### src/rtl/sync_fifo_param_pkg.sv
// Shared read-mode constants and sizing helpers for the parametrised synchronous FIFO.
// Imported by the FIFO top and its storage array.
package sync_fifo_param_pkg;

    localparam int FIFO_STD  = 0;
    localparam int FIFO_FWFT = 1;

    function automatic int addrWidth(input int depth);
        return $clog2(depth);
    endfunction

    // One extra MSB lets equal low bits be told apart as full or empty.
    function automatic int ptrWidth(input int depth);
        return $clog2(depth) + 1;
    endfunction

    function automatic bit isPow2(input int value);
        return (value >= 2) && ((value & (value - 1)) == 0);
    endfunction

endpackage

### src/rtl/fifo_ram_sp.sv
// DEPTH x DATA_W storage with a synchronous write port and an asynchronous read port.
// The contents are deliberately not reset.
module fifo_ram_sp
    import sync_fifo_param_pkg::*;
#(
    parameter int DATA_W = 8,
    parameter int DEPTH  = 32
) (
    input  logic                         clk_i,
    input  logic                         we_i,
    input  logic [addrWidth(DEPTH)-1:0]  waddr_i,
    input  logic [DATA_W-1:0]            wdata_i,
    input  logic [addrWidth(DEPTH)-1:0]  raddr_i,
    output logic [DATA_W-1:0]            rdata_o
);

    logic [DATA_W-1:0] mem_q [DEPTH];

    always_ff @(posedge clk_i) begin
        if (we_i) begin
            mem_q[waddr_i] <= wdata_i;
        end
    end

    assign rdata_o = mem_q[raddr_i];

endmodule

### src/rtl/sync_fifo_param.sv
// Parametrised single-clock FIFO with fill level, almost-full/empty thresholds and
// sticky overflow/underflow flags; supports registered-read and first-word-fall-through modes.
module sync_fifo_param
    import sync_fifo_param_pkg::*;
#(
    parameter int DATA_W = 8,
    parameter int DEPTH  = 32,
    parameter int AF_TH  = DEPTH - 2,
    parameter int AE_TH  = 2,
    parameter int FWFT   = FIFO_STD
) (
    input  logic                        clk_i,
    input  logic                        rst_i,
    input  logic                        wr_en_i,
    input  logic [DATA_W-1:0]           data_in_i,
    input  logic                        rd_en_i,
    output logic [DATA_W-1:0]           data_out_o,
    output logic                        rd_valid_o,
    output logic                        full_o,
    output logic                        empty_o,
    output logic                        almost_full_o,
    output logic                        almost_empty_o,
    output logic [ptrWidth(DEPTH)-1:0]  count_o,
    output logic                        overflow_o,
    output logic                        underflow_o,
    input  logic                        clr_err_i
);

    localparam int AW = addrWidth(DEPTH);
    localparam int PW = ptrWidth(DEPTH);

    localparam logic [PW-1:0] DEPTH_C = PW'(DEPTH);
    localparam logic [PW-1:0] AF_C    = PW'(AF_TH);
    localparam logic [PW-1:0] AE_C    = PW'(AE_TH);

    if (!isPow2(DEPTH) || AF_TH < 0 || AF_TH > DEPTH || AE_TH < 0 || AE_TH >= DEPTH) begin : gBadParams
        $error("sync_fifo_param: DEPTH must be a power of two >= 2, AF_TH <= DEPTH, AE_TH < DEPTH");
    end

    logic [PW-1:0]     wrPtr_q, wrPtr_d;
    logic [PW-1:0]     rdPtr_q, rdPtr_d;
    logic [PW-1:0]     count_q, count_d;
    logic              full_q, empty_q, almostFull_q, almostEmpty_q;
    logic              overflow_q, overflow_d;
    logic              underflow_q, underflow_d;
    logic              wrAcc, rdAcc;
    logic [DATA_W-1:0] ramRdata;

    // Acceptance uses the flags registered at the start of the cycle, so a read never frees a slot for a same-cycle write.
    assign wrAcc = wr_en_i && !full_q;
    assign rdAcc = rd_en_i && !empty_q;

    always_comb begin
        wrPtr_d     = wrPtr_q;
        rdPtr_d     = rdPtr_q;
        overflow_d  = overflow_q;
        underflow_d = underflow_q;
        if (wrAcc) begin
            wrPtr_d = wrPtr_q + PW'(1);
        end
        if (rdAcc) begin
            rdPtr_d = rdPtr_q + PW'(1);
        end
        if (wr_en_i && full_q) begin
            overflow_d = 1'b1;
        end else if (clr_err_i) begin
            overflow_d = 1'b0;
        end
        if (rd_en_i && empty_q) begin
            underflow_d = 1'b1;
        end else if (clr_err_i) begin
            underflow_d = 1'b0;
        end
        count_d = wrPtr_d - rdPtr_d;
    end

    // Flags are derived from the next fill level so they change on the same edge as count.
    always_ff @(posedge clk_i) begin
        if (rst_i) begin
            wrPtr_q       <= '0;
            rdPtr_q       <= '0;
            count_q       <= '0;
            full_q        <= 1'b0;
            empty_q       <= 1'b1;
            almostFull_q  <= (AF_TH == 0);
            almostEmpty_q <= 1'b1;
            overflow_q    <= 1'b0;
            underflow_q   <= 1'b0;
        end else begin
            wrPtr_q       <= wrPtr_d;
            rdPtr_q       <= rdPtr_d;
            count_q       <= count_d;
            full_q        <= (count_d == DEPTH_C);
            empty_q       <= (count_d == '0);
            almostFull_q  <= (count_d >= AF_C);
            almostEmpty_q <= (count_d <= AE_C);
            overflow_q    <= overflow_d;
            underflow_q   <= underflow_d;
        end
    end

    fifo_ram_sp #(
        .DATA_W (DATA_W),
        .DEPTH  (DEPTH)
    ) uRam (
        .clk_i   (clk_i),
        .we_i    (wrAcc && !rst_i),
        .waddr_i (wrPtr_q[AW-1:0]),
        .wdata_i (data_in_i),
        .raddr_i (rdPtr_q[AW-1:0]),
        .rdata_o (ramRdata)
    );

    if (FWFT == FIFO_STD) begin : gStd
        logic [DATA_W-1:0] dataOut_q;
        logic              rdValid_q;

        always_ff @(posedge clk_i) begin
            if (rst_i) begin
                dataOut_q <= '0;
                rdValid_q <= 1'b0;
            end else begin
                rdValid_q <= rdAcc;
                if (rdAcc) begin
                    dataOut_q <= ramRdata;
                end
            end
        end

        assign data_out_o = dataOut_q;
        assign rd_valid_o = rdValid_q;
    end else begin : gFwft
        assign data_out_o = ramRdata;
        assign rd_valid_o = !empty_q;
    end

    assign full_o         = full_q;
    assign empty_o        = empty_q;
    assign almost_full_o  = almostFull_q;
    assign almost_empty_o = almostEmpty_q;
    assign count_o        = count_q;
    assign overflow_o     = overflow_q;
    assign underflow_o    = underflow_q;

endmodule

### config.mk
export PLATFORM = sky130hd
export DESIGN_NAME = sync_fifo_param
export DESIGN_NICKNAME = d
export VERILOG_FILES = /design/src/rtl/sync_fifo_param_pkg.sv /design/src/rtl/fifo_ram_sp.sv /design/src/rtl/sync_fifo_param.sv
export SDC_FILE = /design/constraint.sdc
export NUM_CORES = 1
export LEC_CHECK = 0
export ABC_AREA = 1
export BUFFER_PORTS_ARGS = -buffer_cell sky130_fd_sc_hd__buf_2
export CORE_ASPECT_RATIO = 0.8
export CORE_UTILIZATION = 51
export CTS_CLUSTER_SIZE = 8
export DETAILED_ROUTE_END_ITERATION = 6
export GPL_TIMING_DRIVEN = 0
export PLACE_DENSITY = 0.67
export SLEW_MARGIN = 20
export SYNTH_ARGS = -nofsm -noshare
export SYNTH_HDL_FRONTEND = slang
export SYNTH_SLANG_ARGS = --single-unit
### constraint.sdc
create_clock -name clk_i -period 2.65 [get_ports clk_i]
set_input_delay 0.3975 -clock clk_i [delete_from_list [all_inputs] [get_ports clk_i]]
set_output_delay 0.3975 -clock clk_i [all_outputs]
set_load 0.01 [all_outputs]
* After elaboration in Yosys (flattened, before gate mapping) *
Memories as Yosys holds them, arrays and structs flattened. A register that Yosys moved wholly into a read port is not among the register bits.
Cells that the tools add are included.

cells by class
  add/sub/neg operators = 3
  $lt $le $gt $ge = 2
  eq/ne operators = 1
  multiplexer cells = 7
  reductions and logical operators = 11

operators with widths
  operator                                                            number
  adder 6 x 1 -> 6 bit (second input constant)                        2
  two-way mux 6 bit                                                   2
  == test 6 bit (second input constant)                               1
  greater-or-equal comparator 6 x 5 -> 1 bit (second input constant)  1
  <= comparator 6 x 2 -> 1 bit (second input constant)                1
  logical NOT 6 bit                                                   1
  subtractor 6 bit                                                    1
  logical AND 1 bit                                                   5
  two-way mux 1 bit                                                   5
  nonzero test 2 bit                                                  2
  logical NOT 1 bit                                                   3

storage, ports and cells
  register bits after elaboration = 25
  memory bits (writable) = 256
  bits of input ports = 13
  memories = 1

memory list
  memory      words  width  read ports  clocked after Yosys merged registers in  wr ports  line               RTL
  uRam.mem_q  32     8      1           1                                        1         fifo_ram_sp.sv:17  logic [DATA_W-1:0] mem_q [DEPTH];

* Depth between registers and ports, before layout *
  depth after elaboration = 5
  depth in mapped cells = 17
  gate-level depth less buffers = 16

* Hierarchy *
Synthesis repeated with hierarchy kept, for this count alone.

unflattened totals
  cell total of the unflattened synthesis = 1,141
  area, all modules = 12,254.3 um^2

modules (own cells, without submodules)
  module           times used  cells an instance  area each (um^2)  seq. area each (um^2)
  fifo_ram_sp      1           914                10,626.4          7,687.4
  sync_fifo_param  1           227                1,627.8           660.6

* Worst setup path after synthesis *
Ideal clock, no wire load.

  path kind = register to register
  start = register rdPtr_q[0]
  end = register full_q (netlist: full_o)
  arrival = 2,160 ps
  data required time = 2,585 ps
  setup slack = 425 ps
  cell stages (with the launch flop) = 14
  path through = dfxtp_1 > buf_2 > buf_4 > buf_4 > xor2_1 > inv_1 > ha_1 > inv_1 > fa_1 > inv_1 > nand2_1 > nor2_2 > nand2_1 > nor2_1

on the way
  longest elaborated chain between the ends = 4

ends and longest elaborated chain
  element                 line                   RTL
  start, declared         sync_fifo_param.sv:41  logic [PW-1:0] rdPtr_q, rdPtr_d;
  start signal, assigned  sync_fifo_param.sv:91  rdPtr_q <= rdPtr_d;
  adder 6 x 1 -> 6 bit    sync_fifo_param.sv:62  rdPtr_d = rdPtr_q + PW'(1);
  two-way mux 6 bit (*)   sync_fifo_param.sv:61  if (rdAcc) begin
  named net rdPtr_d[0]    sync_fifo_param.sv:41
  subtractor 6 bit (*)    sync_fifo_param.sv:74  count_d = wrPtr_d - rdPtr_d;
  named net count_d[1]    sync_fifo_param.sv:42  logic [PW-1:0] count_q, count_d;
  == test 6 bit (*)       sync_fifo_param.sv:93  full_q <= (count_d == DEPTH_C);
  end signal, assigned    sync_fifo_param.sv:93
  end, declared           sync_fifo_param.sv:43  logic full_q, empty_q, almostFull_q, almostEmpty_q;

The timed path passes the listed nets; every way through them passes the cells marked *.
A chain may end at the register's enable or synchronous reset.

* Final worst setup path *
  start = register rdPtr_q[3]
  end = register empty_q (netlist: empty_o)

on the way
  longest elaborated chain between the ends = 4

ends and longest elaborated chain
  element                line                   RTL
  adder 6 x 1 -> 6 bit   sync_fifo_param.sv:62
  two-way mux 6 bit (*)  sync_fifo_param.sv:61
  subtractor 6 bit (*)   sync_fifo_param.sv:74
  logical NOT 6 bit (*)  sync_fifo_param.sv:94  empty_q <= (count_d == '0);
  end signal, assigned   sync_fifo_param.sv:94
  end, declared          sync_fifo_param.sv:43

Every way passes the cells marked *; elsewhere a longest branch is shown, timed or not.

==> results.md <==
* Status: completed
* CTS Sinks at approximately 290
* Post-synth cell types at 32
* Slew at the pin with the worst max-slew slack at 862 ps
* Crit-path cells: clkinv_1, clkbuf_1, nor2_1, xor2_1, ha_1, or2_2, nand3_1, nand2_1, nand3_1, nand2_1
* Clk_lat worst skew at 520 ps
* Hold depth at 4
* Register area share after synthesis at 0.709
* Startpoint types: register
* Placer Congestion at 0.901
* Num ports at 34
* RR Startpoint: rdPtr_q[3]
* Final Hold Viols at 0
* Hold Buf Count CTS at 0
* Internal cell power at roughly 8400 µW
* Largest net degree at the start of global routing at 33
* Hold WC Path Type: in2reg
* RSZ-0062 raised after global routing: false
* Vias in the first global route at around 7400
* Fin nets at about 1100
* H-tree depth at 2
* Mapped Avg Cell Area at ~12 µm²
* Core area at about 0.023 mm²
* FF+latch count, synth at between 200 and 300
* CP Buf/Inv Count at 2
* Skew final at between 15 and 20 ps
* Worst Hold Launch: clr_err_i
* Clk buf depth at 3
* Rel. slew slack at 0.423
* Fill count at around 1900
* Mapped Cells at between 1000 and 1500
* Top post-synthesis cells by area: edfxtp_1 (65%), nand2_1 (7.2%), dfxtp_1 (5.6%), nor2_1 (4.4%), o21ai_0 (2.6%)
* Crit share post-route at 0.949
* Worst Setup End Kind: register
* Sw frac at 0.239
* Sw power at around 2600 µW
* DIE AREA at roughly 0.024 mm²
* Total global-route track usage at 0.265
* Syn_nets at 1026
* Wirelength per Cell at 21.3 µm
* PwrDens at between 800 and 900 mW/mm²
* Rows at a little under 50
* Fin. max-slew vios at 0
* # setup viols final at 0
* Initial antenna violation count at 0
* Synth top area share at 0.653
* Vias per cell at 5.64
* Fin util at 0.602
* Post-DP HPWL at roughly 19000 µm
* Die width at 172 µm
* Setup TNS at 0 ps
* CTS tree: built
* Post-route ant nets at 0
* Area grow syn2layout at 15.3%
* Clock power frac at 0.444
* CTS root buf: clkbuf_16
* Maximum clock rate at roughly 400 MHz
* Layout cells sized above 1 at 0.108
* Initial DRC Count at 900
* Pleak at roughly 0.0050 µW
* Antenna Cells at 0
* Arrival time worst endpoint at just under 3000 ps
* Cell family with the largest share of critical-path delay: simple AND/OR/NAND/NOR gates
* Highest fanout seen on the critical path at 10
* VDD IR max at ~0.00067 V
* Crit path kind: reg2reg
* Netlist Area Pre-Place at between 0.01 and 0.015 mm²
* Starting Density at 0.522
* Routed wire length at 30300 µm
* Slowest-stage cell, CP: clkbuf_1
* Hold WS at between 100 and 150 ps
* CTS Buf Count at 42
* R2R depth at 10
* Sequential Power Share at 0.461
* Total number of cells along the worst setup path at 10
* Clock period minus worst slack at roughly 2500 ps
* I/O Buffers at 33
* Max-cap violation count at 0
* Vert. Die Dim at 138 µm
* Yosys warnings at 0
* Worst EP required at between 3000 and 4000 ps
* Reg clk slew, reported paths at about 50 ps
* Synth area leader: edfxtp_1
* First-pass GRT wire length at roughly 45000 µm
* Initial DRT Pass Iterations at 5
* Grt ovf at 0
* Logic pwr share at 0.095
* Number of remaining DRC errors at 0
* Vias at between 8000 and 9000
* Worst setup startpoint: rdPtr_q[3]
* Worst path max stage delay at approximately 370 ps
what timing repair did:
action                     4_1_cts  5_1_grt
setup endpoints to repair        8        9
gates cloned                     0        0
resized for setup                2        6
buffers inserted                 0        4
synthesized netlist by cell type:
cell type  count
edfxtp_1     256
nand2_1      225
nor2_1       137
o21ai_0       61
a21oi_1       45
dfxtp_1       33
o22ai_1       32
nand3_1       30
inv_1         28
clkbuf_1      27
mux2i_1       24
o211ai_1      24
buf_2         16
a211oi_1       8
ha_1           8
o21ai_1        7
inv_2          6
buf_1          5
nand2_2        5
nand4_1        4
xor2_1         4
buf_4          3
clkinv_1       3
a21o_1         2
nand3b_1       2
nor2_2         2
nor3_2         2
fa_1           1
nand3_2        1
nor2_4         1
or2_2          1
xnor2_1        1
path summary, 6_finish.rpt:
kind,endpoint,slack [ps]
max,empty_o,130
min reg2reg,overflow_o,460
max reg2reg,empty_o,130
min,overflow_o,140
cell usage in the layout (no fill, tap or decap), drive strengths merged:
cell type	synthesis	routed
a211oi	8	8
a21o	2	2
a21oi	45	45
buf	24	59
clkbuf	27	102
clkinv	3	4
clkinvlp	0	1
dfxtp	33	33
edfxtp	256	256
fa	1	1
ha	8	8
inv	34	34
mux2i	24	24
nand2	230	230
nand3	31	31
nand3b	2	2
nand4	4	4
nor2	140	140
nor3	2	2
o211ai	24	24
o21ai	68	68
o22ai	32	32
or2	1	1
xnor2	1	1
xor2	4	4
power by group through the flow:
stage	combinational (µW)	clock [µW]	sequential, µW
6_report	1050	4880	5070
5_1_grt	1150	5130	5070
3_5_place_dp	1010	0	5150
4_1_cts	1020	4920	5060
2_1_floorplan	597	0	5170
3_3_place_gp	995	0	5150
metal layers:
layer	up-vias	track usage	wire length (µm)	share of wire
met1	3861	0.396	13300	0.44
met2	384	0.392	13300	0.44
met3	60	0.0511	2990	0.099
li1	3711	-	-	-
met4	0	0.0816	739	0.024
met5	-	0	0	0
stage by stage:
stage | std cells | worst slack [ps] | power [µW] | instance area (µm²)
2_1_floorplan | 1004 | 425 | 5760 | 11800
3_3_place_gp | 1343 | -223 | 6140 | 12300
3_5_place_dp | 1343 | -297 | 6160 | 12300
4_1_cts | 1418 | 7.37 | 11000 | 13500
5_1_grt | 1422 | 10.3 | 11300 | 13600
6_report | 1422 | 134 | 11000 | 13600
cells by family (layout without fill, tap and decap cells):
kind of cell             count (synthesis)  in the layout  synth area share
AND/OR/NAND/NOR                        410            410             0.139
flip-flops                             289            289             0.709
AO/OA/AOI/OAI                          179            179            0.0867
buffers and inverters                   88            200            0.0307
multiplexers                            24             24            0.0204
adder cells (fa/ha/maj)                  9              9            0.0102
XOR/XNOR                                 5              5           0.00372
cell type report:
type                       count  area [µm²]  area share
sequential                   289        8350       0.615
multi-input combinational    627        3070       0.226
clock buffer                  75        1200      0.0881
tap                          306         383      0.0282
buffer                        49         225      0.0166
timing repair buffer          37         195      0.0144
inverter                      37         143      0.0105
clock inverter                 2        17.5     0.00129
registers in the layout (all words and copies together), names as in the netlist, 5 cells and up, named ones only:
signal,flops
uRam.mem_q,256
data_out_o,8
count_o,6
rdPtr_q,6
wrPtr_q,5
worst min-delay path, cell delays in order:
cell and delay, ps:
buf_2 70, inv_1 40, nand2_1 50, a21oi_1 50
(Power assumes the default switching activity.)
